$ cat src/rtl/canvas_writer.sv
// Frame-buffer writer: scales screen coordinates into a linear address, writes pixels
// with a fixed 2-cycle latency and can sweep the whole buffer to a clear colour.
module canvas_writer #(
    parameter int         FB_WIDTH    = 320,
    parameter int         FB_HEIGHT   = 180,
    parameter int         SCALE_SHIFT = 2,
    parameter logic [7:0] CLEAR_COLOR = 8'h00
) (
    input  logic        clk_in,
    input  logic        rst_in,
    input  logic [10:0] hcount_in,
    input  logic [9:0]  vcount_in,
    input  logic        data_valid_in,
    input  logic [7:0]  color_in,
    input  logic        clear_in,
    output logic [15:0] addr_out,
    output logic [7:0]  data_out,
    output logic        we_out,
    output logic        busy_out,
    output logic [15:0] write_count_out,
    output logic [15:0] drop_count_out
);
    localparam int N = FB_WIDTH * FB_HEIGHT;

    typedef enum logic {IDLE, CLEARING} state_t;
    state_t state, state_next;

    logic [16:0] clr_cnt;
    logic [10:0] col;
    logic [9:0]  row;
    logic        in_bounds;
    logic [15:0] addr_calc;
    logic        accept, drop, clr_wr;

    // Stage 1 of the pixel pipeline; the output registers form stage 2.
    logic        s1_vld;
    logic [15:0] s1_addr;
    logic [7:0]  s1_color;

    assign col       = hcount_in >> SCALE_SHIFT;
    assign row       = vcount_in >> SCALE_SHIFT;
    assign in_bounds = (int'(col) < FB_WIDTH) && (int'(row) < FB_HEIGHT);
    assign addr_calc = 16'(int'(row) * FB_WIDTH + int'(col));
    assign busy_out  = (state == CLEARING);

    always_comb begin
        state_next = state;
        accept     = 1'b0;
        drop       = 1'b0;
        clr_wr     = 1'b0;
        case (state)
            IDLE: begin
                if (clear_in) begin
                    state_next = CLEARING;
                    drop       = data_valid_in;
                end else if (data_valid_in) begin
                    accept = in_bounds;
                    drop   = !in_bounds;
                end
            end
            CLEARING: begin
                drop = data_valid_in;
                // One extra busy cycle after the last clear write before returning idle.
                if (int'(clr_cnt) == N) state_next = IDLE;
                else                    clr_wr     = 1'b1;
            end
            default: state_next = IDLE;
        endcase
    end

    always_ff @(posedge clk_in) begin
        if (!rst_in) begin
            state           <= IDLE;
            clr_cnt         <= '0;
            s1_vld          <= 1'b0;
            s1_addr         <= '0;
            s1_color        <= '0;
            we_out          <= 1'b0;
            addr_out        <= '0;
            data_out        <= '0;
            write_count_out <= '0;
            drop_count_out  <= '0;
        end else begin
            state    <= state_next;
            clr_cnt  <= (state == IDLE) ? '0 : (clr_wr ? clr_cnt + 17'd1 : clr_cnt);
            s1_vld   <= accept;
            s1_addr  <= addr_calc;
            s1_color <= color_in;
            // Stage 1 is always empty while clear writes are issued, so no arbitration is needed.
            we_out   <= s1_vld | clr_wr;
            if (s1_vld) begin
                addr_out <= s1_addr;
                data_out <= s1_color;
            end else if (clr_wr) begin
                addr_out <= clr_cnt[15:0];
                data_out <= CLEAR_COLOR;
            end
            if (s1_vld && write_count_out != 16'hFFFF) write_count_out <= write_count_out + 16'd1;
            if (drop && drop_count_out != 16'hFFFF)    drop_count_out  <= drop_count_out + 16'd1;
        end
    end
endmodule
$ cat config.mk
export PLATFORM = sky130hd
export DESIGN_NAME = canvas_writer
export DESIGN_NICKNAME = d
export VERILOG_FILES = /design/src/rtl/canvas_writer.sv
export SDC_FILE = /design/constraint.sdc
export NUM_CORES = 1
export LEC_CHECK = 0
export CAP_MARGIN = 10
export CORE_UTILIZATION = 41
export CTS_CLUSTER_DIAMETER = 50
export CTS_CLUSTER_SIZE = 20
export DETAILED_ROUTE_END_ITERATION = 16
export GPL_TIMING_DRIVEN = 0
export PLACE_DENSITY = 0.65
export SETUP_SLACK_MARGIN = 0.02
export SLEW_MARGIN = 5
export SYNTH_ARGS = -nofsm -noshare
export SYNTH_HDL_FRONTEND = slang
export SYNTH_SLANG_ARGS = --single-unit
$ cat constraint.sdc
create_clock -name clk_in -period 4.94 [get_ports clk_in]
set_input_delay 0.988 -clock clk_in [delete_from_list [all_inputs] [get_ports clk_in]]
set_output_delay 0.988 -clock clk_in [all_outputs]
set_load 0.01 [all_outputs]
==> impl_metrics.tcl, run 1 <==
set metrics [dict create \
    outcome "complete, no violations" \
    area_growth_pct 27.9 \
    power.total_mw 1.76 \
    gp_congestion 0.861 \
    synthTopCellsByArea "dfxtp_1 (42%), and2_1 (5.8%), xor2_1 (5.1%)" \
    ios 91 \
    syn_area_um2 4790 \
    hold-worst-slack_ns 0.454 \
    post-cts-setup-buffers 0 \
    critPathKind "in -> reg" \
    p_per_area_nw_per_um2 287 \
    clock_skew_ns 0.00794 \
    grt_pass1_vias 4050 \
    ys_warn_count 0 \
    ys_types 61 \
    path_cells "clkdlybuf4s50_1, ha_1, ha_1, fa_1, a211oi_1, nor2_1, nor4_1, a31oi_1, a41o_1" \
    hpwl_um 9020 \
    finalCoreUtilization 0.536 \
    r2r-start "clr_cnt[3]" \
    viasPerCell 5.38 \
    period_minus_slack_ns 3.53 \
    final.period_utilization 0.714 \
    layout_commonest_cell "dfxtp_1" \
    finalSetupTns_ns 0 \
    core_um2 11400 \
    cts_sinks 100 \
    tightest_slew_ns 0.636 \
    slew_violations 0 \
    yosysTopAreaCell "dfxtp_1" \
    max_slew_margin 0.574 \
    drive_gt1_frac 0.0530 \
    via_count 4219 \
    drt_iter0_markers 188 \
    rows 39 \
    cts_root_buffer "clkbuf_16" \
    rsz0062_at_grt "no" \
    cts_buffer_depth 2 \
    cts_buffers 9 \
    async_flop_share 0 \
    synth.top_cell.area_share 0.418 \
    diodes 0 \
    nNetsFinal 690 \
    htree_levels 3 \
    crit_start "vcount_in[3]" \
    die-width_um 110 \
    cp-start-kind "input port" \
    grt_pass1_wl_um 19600 \
    cp_top_family "adder cells" \
    hold_viol_final 0 \
    cts_hold_buf 0 \
    slowest_stage "a211oi_1" \
    firstDrtPassIters 5 \
    setup_viol 0 \
    totalWireLength_um 12100 \
    initial_core_util 0.419 \
    cp_max_fo 5 \
    seq_area_frac_synth 0.418 \
    end_kind "flip-flop" \
    clkLatencyLatePin_ns 0.35 \
    p_leak_nw 2.30 \
    syn_inst 540 \
    path_buf_inv 1 \
    synth-edff-count 0 \
    grtUsageTotal 0.210 \
    worst_path_largest_cell_delay_ns 0.55 \
    ys_ff_latch 100 \
    cp_common_cell "ha_1" \
    fmax_ghz 0.283 \
    antenna_found_initial 0 \
    cts_tree "yes" \
    syn_nets 594 \
    post_cts_resized 0 \
    most-common-layout-cells "dfxtp_1 (100), clkdlybuf4s50_1 (85), nand2_1 (63)" \
    cp_data_arrival_time_ns 3.77 \
    port_buffers 85 \
    required_ns 5.18 \
    cts.clk_slew.worst_paths_ns 0.07 \
    maxCapViolCount 0 \
    grt_remaining_overflow 0 \
    avgSynthCellArea_um2 8.86 \
    peakVddDrop_mv 0.222 \
    hp-class "reg -> reg" \
    synthFlopType "dfxtp_1" \
    die_y_um 110 \
    die-area_um2 12100 \
    drc 0 \
    ant_nets 0 \
    worstHoldStart "s1_color[7]" \
    grt_max_degree 16 \
    wl_per_cell_um 15.4 \
]
[synthesized netlist by cell type, types with 3 or more instances]
master / count
dfxtp_1: 100
nand2_1: 63
and2_1: 44
nor2_1: 38
nand3_1: 30
xor2_1: 28
o21ai_0: 25
clkbuf_1: 20
ha_1: 19
a31oi_1: 15
xnor2_1: 15
nor4_1: 14
inv_1: 13
a21boi_0: 12
nand4_1: 12
and3_1: 6
mux2i_1: 6
and4_1: 5
nand2b_1: 5
nor3_1: 5
nor4b_1: 5
nor3b_1: 4
a211oi_1: 3
a21oi_1: 3
a221oi_1: 3
nor2b_1: 3
[per-layer routing]
layer,wire length [um],vias to the layer above,track usage,part of all wire
li1,-,2095,-,-
met1,5870,2009,0.287,0.49
met2,5500,101,0.333,0.46
met3,528,14,0.0300,0.044
met4,153,0,0.0876,0.013
met5,0,-,0,0
[path summary, 6_finish.rpt]
kind,to,slack (ns),cells past startpoint
worst min register to register,data_out[7],0.45,2
worst max register to register,addr_out[0],2.93,6
worst max-delay path,s1_addr[15],1.41,9
worst min-delay path,data_out[7],0.45,2
[metrics by stage]
stage | worst slack [ns] | cell area (um2) | instances
floorplan | 1.83 | 4790 | 540
global placement | 1.12 | 5820 | 768
detailed placement | 1.09 | 5820 | 768
CTS | 1.44 | 6120 | 784
global route | 1.19 | 6120 | 784
finish | 1.41 | 6120 | 784
[registers in the layout, indices dropped and copies added, names as in the netlist]
| register | cells |
|---|---|
| data_out | 8 |
| s1_addr | 16 |
| addr_out | 16 |
| clr_cnt | 17 |
| write_count_out | 16 |
| s1_color | 8 |
| we_out | 1 |
| s1_vld | 1 |
| busy_out | 1 |
| drop_count_out | 16 |
[final cells by class]
| type | count | area, um2 |
|---|---|---|
| well taps | 143 | 179 |
| flip-flops and latches | 100 | 2000 |
| clock buffers | 12 | 256 |
| plain buffers | 23 | 92.6 |
| clock inverters | 4 | 47.5 |
| multi-input cells | 403 | 2640 |
| inverters | 14 | 52.6 |
| repair buffers | 85 | 851 |
| fillers | 1050 | 5300 |
[tightest hold or removal path, cell delays in order (launching register included)]
cell      delay (ns)
dfxtp_1         0.30
nand2_1         0.05
a21boi_0        0.06
[kinds of logic after synthesis]
family	after synthesis	share of synthesized area
muxes	6	0.0125
AOI/OAI and AO/OA	87	0.125
DFF	100	0.418
adders and majority gates	21	0.0580
buffers and inverters	37	0.0303
and+or+nand+nor	246	0.278
xor gates and xnor gates	43	0.0787
[report_power, final]
group | total [mW] | internal, mW | switching [mW]
Clock | 0.711 | 0.418 | 0.293
Combinational | 0.200 | 0.0931 | 0.107
Sequential | 0.846 | 0.832 | 0.0142
Total | 1.76 | 1.34 | 0.413
Power figures use the tool's default switching activity.
==> inputs of run 2 (changes only) <==
==> constraint.sdc (replaced) <==
create_clock -name clk_in -period 3.6 [get_ports clk_in]
set_input_delay 0.72 -clock clk_in [delete_from_list [all_inputs] [get_ports clk_in]]
set_output_delay 0.72 -clock clk_in [all_outputs]
set_load 0.01 [all_outputs]
==> results of run 2 <==
Same layout as run 1 (identical final DEF). Status: complete, no violations.
Among the figures that moved: setup slack after placement 1.09 ns -> 0.0198 ns; setup slack after layout 1.41 ns -> 0.340 ns; register-to-register setup slack 2.93 ns -> 1.59 ns; total power 1.76 mW -> 2.41 mW; worst IR drop on VDD 0.222 mV -> 0.305 mV
==> inputs of run 3 (changes only) <==
--- a/config.mk
+++ b/config.mk
@@ -17,3 +17,4 @@
 export SYNTH_ARGS = -nofsm -noshare
 export SYNTH_HDL_FRONTEND = slang
 export SYNTH_SLANG_ARGS = --single-unit
+export TNS_END_PERCENT = 1
==> results of run 3 <==
Same layout as run 1 (identical final DEF). Status: complete, no violations.
Among the figures that moved: setup slack after placement 1.09 ns -> 0.0198 ns; setup slack after layout 1.41 ns -> 0.340 ns; register-to-register setup slack 2.93 ns -> 1.59 ns; total power 1.76 mW -> 2.41 mW; worst IR drop on VDD 0.222 mV -> 0.305 mV
